--- src/rtl/core_ma_lsu_receive_data_if.sv ---
// Handshake and data bus bundle for the LSU load-data receive block.
// slave: the receive block itself; master: the side driving descriptors,
// Avalon beats and consuming results.
interface core_ma_lsu_receive_data_if;
    logic        ld_valid;
    logic        ld_ready;
    logic [1:0]  ld_addr_lo;
    logic [2:0]  ld_op_type;
    logic [2:0]  ld_data_len;
    logic [31:0] avl_m0_read_data;
    logic        avl_m0_read_data_valid;
    logic        load_valid;
    logic        load_ready;
    logic [31:0] load_data;
    logic        load_misalign;

    modport slave (
        input  ld_valid, ld_addr_lo, ld_op_type, ld_data_len,
        input  avl_m0_read_data, avl_m0_read_data_valid, load_ready,
        output ld_ready, load_valid, load_data, load_misalign
    );

    modport master (
        output ld_valid, ld_addr_lo, ld_op_type, ld_data_len,
        output avl_m0_read_data, avl_m0_read_data_valid, load_ready,
        input  ld_ready, load_valid, load_data, load_misalign
    );
endinterface

--- src/rtl/core_ma_lsu_receive_data.sv ---
// Load-data receive path: accepts a load descriptor, collects one or two
// Avalon read beats, aligns and sign/zero-extends the result and holds it
// until the consumer takes it. Beats arriving with no load outstanding are
// dropped and counted in a saturating counter.
// Optional feature macro CORE_LSU_MISALIGN_EN: when defined, word-crossing
// loads fetch two beats; when undefined they complete at once as a
// misalignment exception without consuming any beat.
module core_ma_lsu_receive_data #(
    parameter int ERR_CNT_W = 8
) (
    input  logic                      clk,
    input  logic                      rest,
    core_ma_lsu_receive_data_if.slave lsu,
    output logic [ERR_CNT_W-1:0]      orphan_cnt
);

`ifdef CORE_LSU_MISALIGN_EN
    typedef enum logic [1:0] {IDLE = 2'd0, BEAT0 = 2'd1, BEAT1 = 2'd2, DONE = 2'd3} state_e;
`else
    typedef enum logic [1:0] {IDLE = 2'd0, BEAT0 = 2'd1, DONE = 2'd3} state_e;
`endif

    state_e               state_q, state_d;
    logic [1:0]           addr_lo_q, addr_lo_d;
    logic [2:0]           op_type_q, op_type_d;
    logic [2:0]           data_len_q, data_len_d;
    logic [31:0]          word0_q, word0_d;
    logic                 load_valid_q, load_valid_d;
    logic [31:0]          load_data_q, load_data_d;
    logic [ERR_CNT_W-1:0] orphan_q, orphan_d;
`ifdef CORE_LSU_MISALIGN_EN
    logic                 two_beat_q, two_beat_d;
    logic [31:0]          word1_q, word1_d;
`else
    logic                 misalign_q, misalign_d;
`endif

    logic        accept;
    logic        beat;
    logic        two_beat_in;
    logic        final_beat;
    logic [31:0] hi_word;
    logic [31:0] aligned;

    assign beat        = lsu.avl_m0_read_data_valid;
    assign accept      = lsu.ld_valid && (state_q == IDLE);
    // Access crosses the word boundary when offset + length exceeds 4 bytes
    assign two_beat_in = ({2'b00, lsu.ld_addr_lo} + {1'b0, lsu.ld_data_len}) > 4'd4;

    // Sign/zero extension by funct3; unknown funct3 zero-extends by length
    function automatic logic [31:0] extend(input logic [31:0] v, input logic [2:0] op,
                                           input logic [2:0] len);
        case (op)
            3'b000:  return {{24{v[7]}}, v[7:0]};
            3'b001:  return {{16{v[15]}}, v[15:0]};
            3'b010:  return v;
            3'b100:  return {24'b0, v[7:0]};
            3'b101:  return {16'b0, v[15:0]};
            default: begin
                case (len)
                    3'd1:    return {24'b0, v[7:0]};
                    3'd2:    return {16'b0, v[15:0]};
                    default: return v;
                endcase
            end
        endcase
    endfunction

    // State register
    always_ff @(posedge clk) begin
        if (rest) state_q <= IDLE;
        else      state_q <= state_d;
    end

    // Next-state logic
    always_comb begin
        state_d = state_q;
        case (state_q)
            IDLE: begin
`ifdef CORE_LSU_MISALIGN_EN
                if (accept) state_d = BEAT0;
`else
                if (accept) state_d = two_beat_in ? DONE : BEAT0;
`endif
            end
            BEAT0: begin
`ifdef CORE_LSU_MISALIGN_EN
                if (beat) state_d = two_beat_q ? BEAT1 : DONE;
`else
                if (beat) state_d = DONE;
`endif
            end
`ifdef CORE_LSU_MISALIGN_EN
            BEAT1: if (beat) state_d = DONE;
`endif
            DONE:    if (load_valid_q && lsu.load_ready) state_d = IDLE;
            default: state_d = IDLE;
        endcase
    end

    // Outputs and datapath: capture descriptor and beats, form the result
    always_comb begin
        lsu.ld_ready = (state_q == IDLE);
        addr_lo_d    = addr_lo_q;
        op_type_d    = op_type_q;
        data_len_d   = data_len_q;
        word0_d      = word0_q;
        load_data_d  = load_data_q;
        final_beat   = 1'b0;
        hi_word      = '0;
`ifdef CORE_LSU_MISALIGN_EN
        two_beat_d   = two_beat_q;
        word1_d      = word1_q;
`else
        misalign_d   = misalign_q;
`endif

        if (accept) begin
            addr_lo_d  = lsu.ld_addr_lo;
            op_type_d  = lsu.ld_op_type;
            data_len_d = lsu.ld_data_len;
`ifdef CORE_LSU_MISALIGN_EN
            two_beat_d = two_beat_in;
`else
            misalign_d = two_beat_in;
            if (two_beat_in) load_data_d = '0;
`endif
        end

        if (state_q == BEAT0 && beat) begin
            word0_d = lsu.avl_m0_read_data;
`ifdef CORE_LSU_MISALIGN_EN
            final_beat = !two_beat_q;
`else
            final_beat = 1'b1;
`endif
        end
`ifdef CORE_LSU_MISALIGN_EN
        if (state_q == BEAT1 && beat) begin
            word1_d    = lsu.avl_m0_read_data;
            hi_word    = lsu.avl_m0_read_data;
            final_beat = 1'b1;
        end
`endif

        // Upper word is zero for single-beat loads, so one shifter serves both
        aligned = 32'({hi_word, word0_d} >> {addr_lo_q, 3'b000});
        if (final_beat) load_data_d = extend(aligned, op_type_q, data_len_q);

        // Result is valid exactly while the FSM sits in DONE
        load_valid_d = (state_d == DONE);
`ifndef CORE_LSU_MISALIGN_EN
        if (state_d == IDLE) misalign_d = 1'b0;
`endif

        orphan_d = orphan_q;
        if (beat && (state_q == IDLE || state_q == DONE) && (orphan_q != '1))
            orphan_d = orphan_q + ERR_CNT_W'(1);
    end

    // Descriptor, beat, result and orphan-counter registers
    always_ff @(posedge clk) begin
        if (rest) begin
            addr_lo_q    <= '0;
            op_type_q    <= '0;
            data_len_q   <= '0;
            word0_q      <= '0;
            load_valid_q <= 1'b0;
            load_data_q  <= '0;
            orphan_q     <= '0;
`ifdef CORE_LSU_MISALIGN_EN
            two_beat_q   <= 1'b0;
            word1_q      <= '0;
`else
            misalign_q   <= 1'b0;
`endif
        end else begin
            addr_lo_q    <= addr_lo_d;
            op_type_q    <= op_type_d;
            data_len_q   <= data_len_d;
            word0_q      <= word0_d;
            load_valid_q <= load_valid_d;
            load_data_q  <= load_data_d;
            orphan_q     <= orphan_d;
`ifdef CORE_LSU_MISALIGN_EN
            two_beat_q   <= two_beat_d;
            word1_q      <= word1_d;
`else
            misalign_q   <= misalign_d;
`endif
        end
    end

    assign lsu.load_valid = load_valid_q;
    assign lsu.load_data  = load_data_q;
`ifdef CORE_LSU_MISALIGN_EN
    assign lsu.load_misalign = 1'b0;
`else
    assign lsu.load_misalign = misalign_q;
`endif
    assign orphan_cnt = orphan_q;

endmodule

--- src/flat_wrapper.sv ---
// flat-port wrapper written by rule: the top's interface ports become plain ports
module core_ma_lsu_receive_data_flat 
#(
    parameter int ERR_CNT_W = 8
)
  (clk, rest, orphan_cnt, lsu_ld_valid, lsu_ld_addr_lo, lsu_ld_op_type, lsu_ld_data_len, lsu_avl_m0_read_data, lsu_avl_m0_read_data_valid, lsu_load_ready, lsu_ld_ready, lsu_load_valid, lsu_load_data, lsu_load_misalign);
  core_ma_lsu_receive_data_if lsu_i ();
  input  logic clk;
  input  logic rest;
  output logic [ERR_CNT_W-1:0] orphan_cnt;
  input wire logic [$bits(lsu_i.ld_valid)-1:0] lsu_ld_valid;
  input wire logic [$bits(lsu_i.ld_addr_lo)-1:0] lsu_ld_addr_lo;
  input wire logic [$bits(lsu_i.ld_op_type)-1:0] lsu_ld_op_type;
  input wire logic [$bits(lsu_i.ld_data_len)-1:0] lsu_ld_data_len;
  input wire logic [$bits(lsu_i.avl_m0_read_data)-1:0] lsu_avl_m0_read_data;
  input wire logic [$bits(lsu_i.avl_m0_read_data_valid)-1:0] lsu_avl_m0_read_data_valid;
  input wire logic [$bits(lsu_i.load_ready)-1:0] lsu_load_ready;
  output wire logic [$bits(lsu_i.ld_ready)-1:0] lsu_ld_ready;
  output wire logic [$bits(lsu_i.load_valid)-1:0] lsu_load_valid;
  output wire logic [$bits(lsu_i.load_data)-1:0] lsu_load_data;
  output wire logic [$bits(lsu_i.load_misalign)-1:0] lsu_load_misalign;
  assign lsu_i.ld_valid = lsu_ld_valid;
  assign lsu_i.ld_addr_lo = lsu_ld_addr_lo;
  assign lsu_i.ld_op_type = lsu_ld_op_type;
  assign lsu_i.ld_data_len = lsu_ld_data_len;
  assign lsu_i.avl_m0_read_data = lsu_avl_m0_read_data;
  assign lsu_i.avl_m0_read_data_valid = lsu_avl_m0_read_data_valid;
  assign lsu_i.load_ready = lsu_load_ready;
  assign lsu_ld_ready = lsu_i.ld_ready;
  assign lsu_load_valid = lsu_i.load_valid;
  assign lsu_load_data = lsu_i.load_data;
  assign lsu_load_misalign = lsu_i.load_misalign;
  core_ma_lsu_receive_data #(.ERR_CNT_W(ERR_CNT_W)) u_core (.clk(clk), .rest(rest), .lsu(lsu_i), .orphan_cnt(orphan_cnt));
endmodule
--- config.mk ---
export PLATFORM = sky130hd
export DESIGN_NAME = core_ma_lsu_receive_data_flat
export DESIGN_NICKNAME = d
export VERILOG_FILES = /design/src/rtl/core_ma_lsu_receive_data_if.sv /design/src/rtl/core_ma_lsu_receive_data.sv /design/src/flat_wrapper.sv
export SDC_FILE = /design/constraint.sdc
export NUM_CORES = 1
export LEC_CHECK = 0
export ABC_AREA = 1
export CORE_ASPECT_RATIO = 1.25
export CORE_MARGIN = 10
export CORE_UTILIZATION = 48
export DETAILED_ROUTE_END_ITERATION = 6
export PLACE_DENSITY = 0.74
export SLEW_MARGIN = 0
export SYNTH_ARGS = -nofsm -noshare
export SYNTH_HDL_FRONTEND = slang
export SYNTH_SLANG_ARGS = --single-unit
export TNS_END_PERCENT = 30
--- constraint.sdc ---
create_clock -name clk -period 2.3 [get_ports clk]
set_clock_uncertainty 0.2 [all_clocks]
set_input_delay 0.46 -clock clk [delete_from_list [all_inputs] [get_ports clk]]
set_output_delay 0.46 -clock clk [all_outputs]
set_load 0.01 [all_outputs]
# Word-level counts from Yosys, hierarchy flattened
# Cells that the tools add are included.
[op_classes] add_sub_neg=2 n_mul=0 n_div=0 order_cmp=1 n_eq_ne=10 shift=1 muxes=12 bitwise_logic=0 n_reduce_logical=13
[op_table] cell="32-bit one-hot mux with 5 select lines" count=1
[op_table] cell="32-bit two-way mux" count=4
[op_table] cell="32-bit one-hot mux with 2 select lines" count=1
[op_table] cell="32-bit by 5-bit >> shifter with 32-bit output" count=1
[op_table] cell="8-bit by 1-bit adder with 8-bit output, second input constant" count=1
[op_table] cell="2-bit two-way mux" count=4
[op_table] cell="8-bit != test, second input constant" count=1
[op_table] cell="3-bit by 1-bit equality test with 1-bit output, second input constant" count=2
[op_table] cell="3-bit by 2-bit equality test with 1-bit output, second input constant" count=2
[op_table] cell="3-bit equality test, second input constant" count=2
[op_table] cell="2-bit one-hot mux with 3 select lines" count=1
[op_table] cell="1-bit logical AND" count=5
[op_table] cell="2-bit by 3-bit adder with 4-bit output" count=1
[op_table] cell="2-bit equality test, second input constant" count=2
[op_table] cell="4-bit by 3-bit greater-than comparator with 1-bit output, second input constant" count=1
[op_table] cell="2-bit logical NOT" count=2
[op_table] cell="2-bit nonzero test" count=2
[op_table] cell="3-bit logical NOT" count=1
[op_table] cell="2-bit by 1-bit equality test with 1-bit output, second input constant" count=1
[op_table] cell="2-bit AND reduction" count=1
[op_table] cell="2-bit OR reduction" count=1
[op_table] cell="1-bit logical OR" count=1
[op_table] cell="1-bit two-way mux" count=1
[totals] reg_bits=84 latch_bits=0 ramBits=0 rom_bits=0 output_inout_bits=43 word_cells=48 mem_count=0

# Longest topological paths before layout
[logic_depth] ltp_word=7 ltp_mapped=16 mapped_depth_nobuf=13

# Worst setup path after synthesis
# OpenSTA, ideal clock, no wires.
[synth_timing] path_type="input-to-reg" startpoint="in lsu_ld_data_len[0]" endpoint="reg u_core.load_data_q[16], in the netlist u_core.lsu.load_data[16]" setup_time_ns=0.068 arrival_time_ns=2.024 required_time_ns=2.032 setup_slack_ns=0.007 path_stages=10 path_buffers=1 path_cell_list="ha_1 > fa_1 > nor2_1 > nor2_1 > nand2_1 > o21ai_1 > nor2_1 > clkbuf_1 > nand2_1 > a21oi_2"
[synth_between] elab_chain_len=4
[synth_rtl] item="start, declared" line="flat_wrapper.sv:14" rtl="input wire logic [$bits(lsu_i.ld_data_len)-1:0] lsu_ld_data_len;"
[synth_rtl] item="2-bit by 3-bit adder with 4-bit output" line="core_ma_lsu_receive_data.sv:48" rtl="assign two_beat_in = ({2'b00, lsu.ld_addr_lo} + {1'b0, lsu.ld_data_len}) > 4'd4;"
[synth_rtl] item="4-bit by 3-bit greater-than comparator with 1-bit output" line="core_ma_lsu_receive_data.sv:48"
[synth_rtl] item="2-bit nonzero test (no line)"
[synth_rtl] item="2-bit AND reduction (no line)"
[synth_rtl] item="end signal, assigned" line="core_ma_lsu_receive_data.sv:183" rtl="load_data_q <= load_data_d;"
[synth_rtl] item="end, declared" line="core_ma_lsu_receive_data.sv:29" rtl="logic [31:0] load_data_q, load_data_d;"
# Every way passes these cells.
# A chain may end at the register's enable or synchronous reset.

# Final worst setup path
[layout_timing] startpoint="in lsu_avl_m0_read_data_valid" endpoint="reg u_core.load_data_q[16], in the netlist u_core.lsu.load_data[16]"
[layout_between] elab_chain_len=6
[layout_rtl] item="start, declared" line="flat_wrapper.sv:16" rtl="input wire logic [$bits(lsu_i.avl_m0_read_data_valid)-1:0] lsu_avl_m0_read_data_valid;"
[layout_rtl] item="1-bit logical AND *" line="core_ma_lsu_receive_data.sv:130" rtl="if (state_q == BEAT0 && beat) begin"
[layout_rtl] item="32-bit two-way mux" line="core_ma_lsu_receive_data.sv:130"
[layout_rtl] item="32-bit by 5-bit >> shifter with 32-bit output" line="core_ma_lsu_receive_data.sv:147" rtl="aligned = 32'({hi_word, word0_d} >> {addr_lo_q, 3'b000});"
[layout_rtl] item="32-bit one-hot mux with 2 select lines" line="core_ma_lsu_receive_data.sv:60" rtl="case (len)"
[layout_rtl] item="32-bit one-hot mux with 5 select lines" line="core_ma_lsu_receive_data.sv:53" rtl="case (op)"
[layout_rtl] item="32-bit two-way mux" line="core_ma_lsu_receive_data.sv:148" rtl="if (final_beat) load_data_d = extend(aligned, op_type_q, data_len_q);"
# Every way passes the cells marked *; elsewhere a longest branch is shown, timed or not.

==> reports/metrics.yaml <==
pwr:
  ir_drop_v: 0.000708
  total_power_w: 0.00693
  leakage_nw: 2.99
  p_per_area_mw_per_mm2: 1020
yosys:
  synth_top_cell_by_area: "dfxtp_1"
  yosys_warnings: 0
  synthCells: 740
  yosysUniqueCellTypes: 35
  ys_ff_latch: 84
  synthTopCellsByArea: "dfxtp_1 34%, nand3_1 14%, nand2_1 12%, a21oi_1 7.8%, inv_1 4.8%"
  synth_area_sq_mm: 0.00496
  syn_area_per_cell_sq_um: 6.71
  syn-num-nets: 794
  ys_seq_area_frac: 0.339
  synth_top_area_share: 0.339
min_path:
  holdCritStartpoint: "u_core.orphan_cnt[4]"
  min_to: "u_core.orphan_cnt[4]"
  hold_path_depth: 2
  hold_class: "flip-flop to flip-flop"
global_routing:
  grt_pass1_vias: 5199
  grt.total_usage: 0.209
  grt_first_pass_wirelength_um: 25800
  antenna_found_initial: 0
  grt.overflow.total: 0
  grt_max_degree: 48
critical_path:
  critPathKind: "input port to flip-flop"
  cp.required_ns: 2.38
  endpoint_kind: "flip-flop"
  critPathLaunchType: "input port"
  r2r_setup_slack_ns: 0.13
  critPathSlowestCell: "clkdlybuf4s50_1"
  worstPathArrival_ns: 2.28
  reg2reg_depth: 11
  r2r-start: "u_core.state_q[1]"
  cp_slowest_stage_delay_ns: 0.45
  crit_fanout: 17
  r2r_end: "u_core.lsu.load_data[18]"
  crit_chain: "clkdlybuf4s50_1, buf_4, nand2_8, buf_12, buf_4, nand2_4, nand2_1, o21ai_2, nand3_1, a21oi_1, nand2_1, a21oi_2"
die:
  pin_count: 88
  fp.dieArea_sq_mm: 0.0148
  fp.dieH_um: 134
  initial_core_util: 0.491
  core_sq_mm: 0.0101
  rows: 41
  die_w_um: 111
clocking:
  clk_pin_slew_ns: 0.06
  numCtsBuffers: 9
  cts_sinks: 84
  cts_root_buf: "clkbuf_16"
  ctsHoldBuffers: 0
  cts_tree: "built"
  clockBufferDepth: 2
  insertion_delay_ns: 0.34
  htreeDepth: 3
timing:
  setup_viol: 0
  finalCriticalPeriod_ns: 2.20
  worst_slew_pin_slew_ns: 0.994
  slew_violations: 0
  finalHoldViolations: 0
  fin_crit_sh: 0.958
  max_freq_mhz: 454
  timing.slew.headroom: 0.332
  layout_setup_ws_ns: 0.0975
  whs_ns: 0.264
routing:
  num_vias: 5480
  wire_per_inst_um: 16.1
  detail_route.wirelength_um: 16200
  post-route-drc-count: 0
  postRouteAntennaNets: 0
  drtIter0Drc: 471
  drt_first_pass_iters: 5
  vias_per_cell: 5.46
final_layout:
  mostFrequentLayoutCell: "nand2_1"
  final_nets: 923
  fin_area_sq_mm: 0.00682
  final_cell_mix: "160 x nand2_1, 133 x nand3_1, 84 x dfxtp_1"
  multi_input_area_sq_mm: 0.00284
  fillerInstances: 891
  area_growth_pct: 37.5
  final_util: 0.675
  drive_gt1_frac: 0.172
  regArea_sq_mm: 0.00168
  diodes: 0
placement:
  pre_cts_ws_ns: -0.401
  port_buffers: 87
  post_dp_cell_area_sq_mm: 0.00629
  dp_hpwl_um: 11500
  gp_congestion: 0.904
run:
  max-cap-violations: 0
outcome:
  status: "complete, no violations"
## critical path: cells and delay by family
family / cells / cell delay (ns)
AND/OR/NAND/NOR: 5 / 0.44
buffers and inverters: 4 / 0.94
AO/OA/AOI/OAI: 3 / 0.43
## worst max path at each step
stage / startpoint / endpoint / slack [ns]
after floorplan: lsu_ld_data_len[0] / u_core.lsu.load_data[16] / 0.007
after global placement: lsu_ld_data_len[0] / u_core.lsu.load_data[18] / -0.33
after CTS: u_core.state_q[1] / u_core.lsu.load_data[20] / 0.02
after global routing: lsu_avl_m0_read_data_valid / u_core.lsu.load_data[22] / -0.01
final: lsu_avl_m0_read_data_valid / u_core.lsu.load_data[16] / 0.1
after detailed placement: lsu_ld_data_len[0] / u_core.lsu.load_data[20] / -0.40
## metrics by stage
stage | TNS, ns | cells
after floorplan | 0 | 740
after global placement | -10.62 | 978
after detailed placement | -12.66 | 978
after CTS | 0 | 999
after global routing | -0.0221 | 1003
final | 0 | 1003
## layout make-up
class | count | share of cell area
well taps | 129 | 0.0237
inverters | 67 | 0.0369
clock buffers | 11 | 0.0356
flip-flops and latches | 84 | 0.246
repair buffers | 165 | 0.233
multi-input cells | 542 | 0.415
clock inverters | 5 | 0.00880
## cell families (layout without fill, tap and decap cells)
logic type               Yosys count  after routing  synth area share
AO/OA/AOI/OAI                    128            128             0.143
XOR/XNOR                           2              2           0.00353
adder cells (fa/ha/maj)            9              9            0.0242
buffers and inverters            116            248             0.109
flip-flops                        84             84             0.339
multiplexers                       7              7            0.0141
AND/OR/NAND/NOR                  394            396             0.368
## synthesized netlist by cell type, drive strengths merged
cell and number:
inv 67, nor2 65, a21oi 80, fa 1, nand3 140, nand2 181
nor4 1, nand3b 1, mux2i 7, xor2 2, ha 8, nor3 4
clkbuf 16, o21ai 32, dfxtp 84, o211ai 7, buf 33, nand4 2
a31oi 7, o22ai 1, a21boi 1
## routing by layer
| metal | track usage | vias to the layer above | part of all wire |
|---|---|---|---|
| met5 | 0 | - | 0 |
| met4 | 0.0906 | 0 | 0.033 |
| met3 | 0.0373 | 36 | 0.061 |
| met2 | 0.363 | 186 | 0.49 |
| met1 | 0.246 | 2549 | 0.41 |
| li1 | - | 2709 | - |
## flip-flops by register name, summed over array words and instances, names as in the netlist
name,cells
u_core.lsu.load_data,32
u_core.word0_q,32
u_core.orphan_cnt,8
u_core.data_len_q,3
u_core.op_type_q,3
u_core.addr_lo_q,2
u_core.state_q,2
u_core.lsu.load_misalign,1
u_core.lsu.load_valid,1
## where the power goes
part,leakage [nW],switching (W),internal [W]
Sequential,0.683,0.000143,0.00169
Clock,0.146,0.000614,0.000876
Combinational,2.16,0.00209,0.00152
Total,2.99,0.00285,0.00408
## what timing repair did
item                       4_1_cts  5_1_grt
resized for setup                8       20
setup buffers                    3        2
pin swaps                        1        3
cloned                           2        2
setup endpoints to repair       30       34
Note: power is estimated with default switching activity, not from simulation.
